<file path="src/rtl/mem_access_pkg.sv">
`default_nettype none
// ============================================================================
// Module : mem_access_pkg
// Brief  : Shared encodings for the load/store unit: access sizes, FSM states,
//          default RAM capacity and a size-to-byte-count helper.
// Rev    : 1.0  initial release
// ============================================================================
package mem_access_pkg;

    localparam int DEF_MEM_BYTES = 256;

    localparam logic [1:0] SIZE_BYTE    = 2'b00;
    localparam logic [1:0] SIZE_HALF    = 2'b01;
    localparam logic [1:0] SIZE_WORD    = 2'b10;
    localparam logic [1:0] SIZE_ILLEGAL = 2'b11;

    typedef enum logic [1:0] {
        ST_IDLE = 2'd0,
        ST_RD   = 2'd1,
        ST_WR   = 2'd2,
        ST_RESP = 2'd3
    } state_t;

    // Illegal size reports 4 bytes; it is rejected independently of range.
    function automatic logic [2:0] size_bytes(input logic [1:0] size);
        case (size)
            SIZE_BYTE: size_bytes = 3'd1;
            SIZE_HALF: size_bytes = 3'd2;
            default:   size_bytes = 3'd4;
        endcase
    endfunction

endpackage
`default_nettype wire

</file>
<file path="src/rtl/byte_lane.sv">
`default_nettype none
// ============================================================================
// Module : byte_lane
// Brief  : Big-endian lane extract/extend for loads and lane merge for stores,
//          keyed by access size and the low two address bits.
// Rev    : 1.0  initial release
// ============================================================================
module byte_lane
    import mem_access_pkg::*;
(
    input  logic [1:0]  size,
    input  logic [1:0]  offset,
    input  logic        is_signed,
    input  logic [31:0] rword,
    input  logic [15:0] wdata,
    output logic [31:0] load_data,
    output logic [31:0] merge_data
);

    logic [7:0]  w_byte;
    logic [15:0] w_half;

    // Byte at offset 0 lives in bits 31:24.
    always_comb begin
        w_byte = 8'h00;
        case (offset)
            2'd0:    w_byte = rword[31:24];
            2'd1:    w_byte = rword[23:16];
            2'd2:    w_byte = rword[15:8];
            default: w_byte = rword[7:0];
        endcase
        w_half = offset[1] ? rword[15:0] : rword[31:16];
    end

    always_comb begin
        load_data = rword;
        case (size)
            SIZE_BYTE: load_data = {{24{is_signed & w_byte[7]}}, w_byte};
            SIZE_HALF: load_data = {{16{is_signed & w_half[15]}}, w_half};
            default:   load_data = rword;
        endcase
    end

    always_comb begin
        merge_data = rword;
        case (size)
            SIZE_BYTE: begin
                case (offset)
                    2'd0:    merge_data[31:24] = wdata[7:0];
                    2'd1:    merge_data[23:16] = wdata[7:0];
                    2'd2:    merge_data[15:8]  = wdata[7:0];
                    default: merge_data[7:0]   = wdata[7:0];
                endcase
            end
            SIZE_HALF: begin
                if (offset[1]) begin
                    merge_data[15:0] = wdata;
                end else begin
                    merge_data[31:16] = wdata;
                end
            end
            default: merge_data = rword;
        endcase
    end

endmodule
`default_nettype wire

</file>
<file path="src/rtl/mem_access_unit.sv">
`default_nettype none
// ============================================================================
// Module : mem_access_unit
// Brief  : Single-outstanding load/store unit in front of a big-endian byte
//          RAM; sub-word stores are done as read-modify-write.
// Rev    : 1.0  initial release
// ============================================================================
module mem_access_unit
    import mem_access_pkg::*;
#(
    parameter int MEM_BYTES = DEF_MEM_BYTES
)
(
    input  logic        clk,
    input  logic        rst_n,
    input  logic        req_valid,
    output logic        req_ready,
    input  logic        req_we,
    input  logic [1:0]  req_size,
    input  logic        req_signed,
    input  logic [31:0] req_addr,
    input  logic [31:0] req_wdata,
    output logic        rsp_valid,
    output logic [31:0] rsp_rdata,
    output logic        rsp_err,
    output logic [31:0] mem_addr,
    output logic [31:0] mem_wdata,
    output logic        mem_rw,
    input  logic [31:0] mem_rdata
);

    localparam logic [32:0] c_mem_limit = 33'(MEM_BYTES);

    state_t      r_state;
    state_t      w_next_state;

    logic        r_we;
    logic        r_signed;
    logic        r_err;
    logic [1:0]  r_size;
    logic [1:0]  r_off;
    logic [15:0] r_wdata;
    logic [31:0] r_rdword;
    logic [31:0] r_mem_addr;
    logic [31:0] r_mem_wdata;
    logic        r_mem_rw;

    logic        w_accept;
    logic        w_misaligned;
    logic        w_req_err;
    logic [32:0] w_req_end;
    logic [31:0] w_lane_word;
    logic [31:0] w_load_data;
    logic [31:0] w_merge_data;

    assign w_accept = req_valid & req_ready;

    // 33-bit end address so addresses near 2^32 cannot wrap into range.
    always_comb begin
        w_req_end    = {1'b0, req_addr} + {30'd0, size_bytes(req_size)};
        w_misaligned = ((req_size == SIZE_HALF) && req_addr[0]) ||
                       ((req_size == SIZE_WORD) && (req_addr[1:0] != 2'b00));
        w_req_err    = (req_size == SIZE_ILLEGAL) || w_misaligned ||
                       (w_req_end > c_mem_limit);
    end

    always_ff @(posedge clk) begin
        if (!rst_n) begin
            r_state <= ST_IDLE;
        end else begin
            r_state <= w_next_state;
        end
    end

    always_comb begin
        w_next_state = r_state;
        case (r_state)
            ST_IDLE: begin
                if (w_accept) begin
                    if (w_req_err) begin
                        w_next_state = ST_RESP;
                    end else if (req_we && (req_size == SIZE_WORD)) begin
                        w_next_state = ST_WR;
                    end else begin
                        w_next_state = ST_RD;
                    end
                end
            end
            ST_RD:   w_next_state = r_we ? ST_WR : ST_RESP;
            ST_WR:   w_next_state = ST_RESP;
            default: w_next_state = ST_IDLE;
        endcase
    end

    always_comb begin
        req_ready = (r_state == ST_IDLE) && rst_n;
        rsp_valid = (r_state == ST_RESP);
        rsp_err   = rsp_valid && r_err;
        rsp_rdata = 32'd0;
        if (rsp_valid && !r_err && !r_we) begin
            rsp_rdata = w_load_data;
        end
    end

    // RAM-side outputs are launched one edge ahead of the RD/WR cycle they
    // serve, so they sit stable across the falling write edge.
    always_ff @(posedge clk) begin
        if (!rst_n) begin
            r_we        <= 1'b0;
            r_signed    <= 1'b0;
            r_err       <= 1'b0;
            r_size      <= SIZE_BYTE;
            r_off       <= 2'b00;
            r_wdata     <= 16'd0;
            r_rdword    <= 32'd0;
            r_mem_addr  <= 32'd0;
            r_mem_wdata <= 32'd0;
            r_mem_rw    <= 1'b0;
        end else begin
            r_mem_rw <= 1'b0;
            if (w_accept) begin
                r_we     <= req_we;
                r_signed <= req_signed;
                r_err    <= w_req_err;
                r_size   <= req_size;
                r_off    <= req_addr[1:0];
                r_wdata  <= req_wdata[15:0];
                if (!w_req_err) begin
                    r_mem_addr <= {req_addr[31:2], 2'b00};
                    if (req_we && (req_size == SIZE_WORD)) begin
                        r_mem_wdata <= req_wdata;
                        r_mem_rw    <= 1'b1;
                    end
                end
            end
            if (r_state == ST_RD) begin
                r_rdword <= mem_rdata;
                if (r_we) begin
                    r_mem_wdata <= w_merge_data;
                    r_mem_rw    <= 1'b1;
                end
            end
        end
    end

    // Merge works on the live RAM word during RD; loads use the captured copy.
    assign w_lane_word = (r_state == ST_RD) ? mem_rdata : r_rdword;

    byte_lane u_byte_lane (
        .size       (r_size),
        .offset     (r_off),
        .is_signed  (r_signed),
        .rword      (w_lane_word),
        .wdata      (r_wdata),
        .load_data  (w_load_data),
        .merge_data (w_merge_data)
    );

    assign mem_addr  = r_mem_addr;
    assign mem_wdata = r_mem_wdata;
    assign mem_rw    = r_mem_rw;

endmodule
`default_nettype wire

</file>
<file path="config.mk">
export PLATFORM = sky130hd
export DESIGN_NAME = mem_access_unit
export DESIGN_NICKNAME = d
export VERILOG_FILES = /design/src/rtl/mem_access_pkg.sv /design/src/rtl/byte_lane.sv /design/src/rtl/mem_access_unit.sv
export SDC_FILE = /design/constraint.sdc
export NUM_CORES = 1
export LEC_CHECK = 0
export CAP_MARGIN = 0
export CORE_MARGIN = 2
export CORE_UTILIZATION = 52
export DETAILED_ROUTE_END_ITERATION = 8
export GPL_TIMING_DRIVEN = 0
export PLACE_DENSITY = 0.87
export REMOVE_ABC_BUFFERS = 1
export SLEW_MARGIN = 20
export SYNTH_ARGS = -nofsm -noshare
export SYNTH_HDL_FRONTEND = slang
export SYNTH_SLANG_ARGS = --single-unit
</file>
<file path="constraint.sdc">
create_clock -name clk -period 7.79 [get_ports clk]
set_clock_uncertainty 0.1 [all_clocks]
set_input_delay 2.337 -clock clk [delete_from_list [all_inputs] [get_ports clk]]
set_output_delay 2.337 -clock clk [all_outputs]
set_load 0.01 [all_outputs]
</file>
* Yosys cells after proc, flatten, opt, wreduce, memory -nomap -nowiden *
Cells that the tools add are included.

cells by class
  $add $sub $neg = 1
  order comparisons = 1
  equality and inequality tests = 10
  mux-type cells = 28
  bitwise operators = 4
  reductions and logical operators = 19

operators by type and width
  kind                                                                    number
  32-bit two-way mux                                                      7
  32-bit one-hot mux with 2 select lines                                  2
  16-bit two-way mux                                                      3
  32-bit by 3-bit adder with 33-bit output                                1
  33-bit by 9-bit > comparator with 1-bit output (second input constant)  1
  8-bit two-way mux                                                       4
  8-bit one-hot mux with 3 select lines                                   1
  2-bit equality test (second input constant)                             5
  2-bit by 1-bit equality test with 1-bit output (second input constant)  4
  2-bit zero test                                                         4
  1-bit logical AND                                                       7
  1-bit two-way mux                                                       6
  2-bit two-way mux                                                       3
  2-bit one-hot mux with 3 select lines                                   1
  3-bit one-hot mux with 2 select lines                                   1
  1-bit bitwise AND                                                       3
  1-bit logical OR                                                        3
  3-bit OR reduction                                                      1
  1-bit zero test                                                         2
  2-bit inequality test (second input constant)                           1
  2-bit AND reduction                                                     1
  2-bit nonzero test                                                      1
  1-bit inverter                                                          1

word-level totals
  register bits = 120
  input bits = 103
  output and inout bits = 100

* Longest topological paths before layout *
  depth in word-level cells = 9
  depth in mapped cells = 13
  mapped depth without buffers = 11

* Hierarchy *
From an unflattened synthesis, not the netlist that was laid out.

unflattened totals
  cell total of the unflattened synthesis = 940
  area, all modules = 7599.8 µm²

modules (own cells, without submodules)
  module           instances  cells an instance  area an instance (µm²)  seq. area each (µm²)
  mem_access_unit  1          721                5972.0                  2402.3
  byte_lane        1          219                1627.8                  0.0

* Worst setup path before layout *
Ideal clock, no wire load.

  path type = input to output
  from = input mem_rdata[31]
  to = output rsp_rdata[21]
  arrival = 3.869 ns
  path slack = 1.484 ns
  stages = 8
  buffers on the path = 1
  cells stage by stage = mux2i_1 -> a21oi_1 -> mux2i_1 -> or3_1 -> a21boi_0 -> o21bai_1 -> clkbuf_1 -> a21oi_1

on the way
  word-level cells in the longest chain between the ends = 5
  elaborated cells between the ends (all ways) = 7
  classes of those cells = mux (5); bitwise (2)

ends and longest elaborated chain
  element                                                                      line                              text
  start, declared                                                              mem_access_unit.sv:29             input logic [31:0] mem_rdata
  32-bit two-way mux *                                                         n/a
  8-bit one-hot mux with 3 select lines or 16-bit two-way mux (tied branches)  byte_lane.sv:26, byte_lane.sv:32
  1-bit bitwise AND (on tied branches)                                         byte_lane.sv:38, byte_lane.sv:39
  32-bit one-hot mux with 2 select lines *                                     byte_lane.sv:37                   case (size)
  32-bit two-way mux *                                                         mem_access_unit.sv:100            if (rsp_valid && !r_err && !r_we) begin
  end, declared                                                                mem_access_unit.sv:24             output logic [31:0] rsp_rdata,

Every way passes the cells marked *; elsewhere a longest branch is shown, timed or not.

* Final worst setup path *
  from = input mem_rdata[31]
  to = output rsp_rdata[22]

Same word-level chain as after synthesis.

==> impl_metrics.json <==
{
  "reg2reg_slack_ns": 4.68,
  "synth-adder-area-share_pct": 1.55,
  "htreeDepth": 4,
  "gp_congestion": 0.928,
  "hold_start": "r_wdata[14]",
  "grt_use_met1_pct": 40.8,
  "wl_mm": 22.9,
  "cp_cell_sequence": "clkdlybuf4s50_1 -> mux2i_1 -> a21oi_1 -> mux2i_1 -> or3_1 -> a21boi_1 -> o21bai_4 -> a21oi_1 -> clkdlybuf4s50_1",
  "critPathKind": "in2out",
  "fmax_ghz": 0.132,
  "fin_cells": 1248,
  "synth_area_leaders": "dfxtp_1 35%, nand2_1 7.0%, mux2i_1 4.8%",
  "synth_cells": 906,
  "clock_sink_count": 120,
  "multiInputGateArea_um2": 4180,
  "fp.dieH_um": 119,
  "final_cell_mix": "199 x clkdlybuf4s50_1, 129 x nand2_1, 117 x dfxtp_1",
  "first_pass_iters": 6,
  "ys_ff_latch": 120,
  "drv_slew": 0,
  "clock_latency_ns": 0.42,
  "core-area_um2": 13100,
  "fillers": 1032,
  "cts_inserted_buffers": 17,
  "period_share_pct": 97.3,
  "seqCellArea_um2": 2410,
  "async_flop_share_pct": 0,
  "drtAntennaViolNets": 0,
  "dr_total_vias": 7671,
  "layout_min_cycle_time_ns": 7.58,
  "cts_buffer_depth": 2,
  "p_per_area_nw_per_um2": 237,
  "first_global_vias": 7129,
  "total_power_mw": 2.26,
  "finalSetupViolations": 0,
  "antenna_found_initial": 1,
  "rsz0062_at_grt": "false",
  "synth_compound_area_share_pct": 22.2,
  "dp_hpwl_mm": 15.5,
  "grtUsageMet2_pct": 49.3,
  "cts_root_buf": "clkbuf_16",
  "synth_top_family_by_area": "simple AND/OR/NAND/NOR gates",
  "nNetsFinal": 1169,
  "holdPathStages": 2,
  "ir_worst_vdd_mv": 0.181,
  "hp-class": "reg2reg",
  "tightest_slew_ns": 1.04,
  "synth_xor_xnor_area_share_pct": 0.884,
  "synth_edf_count": 0,
  "syn_area_um2": 6930,
  "synthSimpleGateAreaFrac_pct": 28.8,
  "grt_max_degree": 66,
  "required_ns": 5.35,
  "die_width_um": 119,
  "syn_area_per_cell_um2": 7.65,
  "ys.flop_type": "dfxtp_1",
  "min_to": "r_wdata[14]",
  "cpMaxStageDelayCell": "clkdlybuf4s50_1",
  "slew-limit-headroom_pct": 29.8,
  "cp-end-kind": "output port",
  "p_leak_nw": 3.43,
  "status": "completed",
  "drc_errors": 0,
  "area_growth_pct": 37.6,
  "path_clk_slew_ns": 0.05,
  "reg2reg_to": "mem_wdata[19]",
  "cp.arrival_ns": 5.15,
  "r2r_start": "r_size[1]",
  "grtUsageMet3_pct": 7.42,
  "hold_ws_ns": 0.357,
  "grt_use_total_pct": 31.3,
  "vias_per_cell": 6.15,
  "synth_area_leader_cell": "dfxtp_1",
  "hold_viol": 0,
  "tritoncts": "built",
  "final_common_cell": "clkdlybuf4s50_1",
  "top_usage_layer": "met2",
  "gr-total-overflow": 0,
  "rows": 42,
  "pin_count": 203,
  "drive_above_1_share_pct": 6.82,
  "yosysWarnings": 0,
  "initial_core_util_pct": 52.8,
  "yosysSeqAreaShare_pct": 34.6,
  "critPathLaunchType": "primary input",
  "synth_cell_types": 71,
  "critPathMaxFanout": 16,
  "wl_per_cell_um": 18.3,
  "io_buffers": 200,
  "post-place-cells": 1215,
  "muxShareOfSynthArea_pct": 6.39,
  "cp_slowest_stage_delay_ns": 0.59,
  "synth_top_area_share_pct": 34.6,
  "drt_iter0_drc": 975,
  "die_area_um2": 14300,
  "reg2regPathDepth": 6,
  "maxCapViolations": 0,
  "grt_pass1_wl_mm": 35.9,
  "post_cts_buffers": 0
}
==> cells in the mapped netlist, types with 3 or more instances <==
cell type	n
buf_1	4
nand4_1	16
nand3_1	26
o2111ai_1	3
a221o_1	6
mux2_2	10
ha_1	7
nor3b_1	12
a22oi_1	14
nor4_1	12
xor2_1	3
buf_4	7
xnor2_1	4
a211oi_1	24
nor2b_1	7
dfxtp_1	120
and4_1	4
o21ai_0	56
o211ai_1	7
inv_1	15
buf_2	6
a21o_1	5
a31oi_1	13
o31ai_1	5
clkbuf_1	54
or4_1	3
nor3_1	44
a221oi_1	6
a21oi_1	59
and2_1	30
or3_1	4
o22ai_1	6
o221ai_1	3
nor2_1	86
nand2_1	129
nand2b_1	6
mux2i_1	33
and3_1	10
==> cell type report <==
type | count | share of cell area (%)
multi-input cells | 698 | 43.8
diodes | 1 | 0.0262
clock inverters | 14 | 1.56
clock buffers | 18 | 4.60
inverters | 15 | 0.616
repair buffers | 206 | 21.8
flip-flops and latches | 120 | 25.2
well taps | 176 | 2.31
==> worst max-delay path: cells and delay by family <==
kind                   cells  cell delay (ns)
AND/OR/NAND/NOR            1             0.39
buffers and inverters      2             1.05
multiplexers               2             0.32
AO/OA/AOI/OAI              4             1.05
==> where the power goes <==
| part | internal, mW | switching (mW) |
|---|---|---|
| registers | 0.687 | 0.0748 |
| clock network | 0.480 | 0.302 |
| logic | 0.297 | 0.417 |
==> logic make-up (layout without fill, tap and decap cells) <==
group / after synthesis / after routing
adders and majority gates: 8 / 8
and+or+nand+nor: 403 / 403
xor gates and xnor gates: 7 / 7
buffers and inverters: 89 / 253
other: 1 / 3
AOI/OAI and AO/OA: 235 / 235
muxes: 43 / 43
DFF: 120 / 120
==> metrics by stage <==
stage | TNS, ns | worst slack, ns | cell area (um^2) | utilization, %
final | 0 | 0.206 | 9540 | 72.6
after floorplan | 0 | 1.32 | 6620 | -
after global routing | 0 | 0.0992 | 9540 | 72.6
after global placement | -11.22 | -0.421 | 8840 | 67.3
after detailed placement | 0 | 0.203 | 8940 | 68.1
after CTS | 0 | 0.117 | 9530 | 72.5
==> sequential cells by signal (all words and copies together), names as in the netlist <==
register,count
r_rdword,32
r_off,2
r_signed,1
mem_addr,30
r_err,1
mem_wdata,32
r_wdata,16
r_we,1
r_state,2
r_size,2
mem_rw,1
==> what timing repair did <==
| action | 4_1_cts | 5_1_grt |
|---|---|---|
| gates resized for setup | 0 | 2 |
| endpoints found under the setup margin | 0 | 16 |
| hold buffers | 0 | 0 |
==> layer usage <==
metal | up-vias | routed length (um)
li1 | 3601 | -
met1 | 3555 | 9230
met2 | 464 | 10500
met3 | 51 | 2470
met4 | 0 | 714
met5 | - | 0
==> how the worst max path moves through the flow <==
stage | startpoint | endpoint | slack [ns] | cells after the start
after global routing | mem_rdata[31] | rsp_rdata[22] | 0.1 | 9
after floorplan | req_size[0] | mem_wdata[18] | 1.32 | 11
after global placement | rst_n | mem_wdata[18] | -0.42 | 6
final | mem_rdata[31] | rsp_rdata[22] | 0.21 | 9
after detailed placement | mem_rdata[31] | rsp_rdata[22] | 0.20 | 9
after CTS | mem_rdata[31] | rsp_rdata[22] | 0.12 | 9
Power figures use the tool's default switching activity.
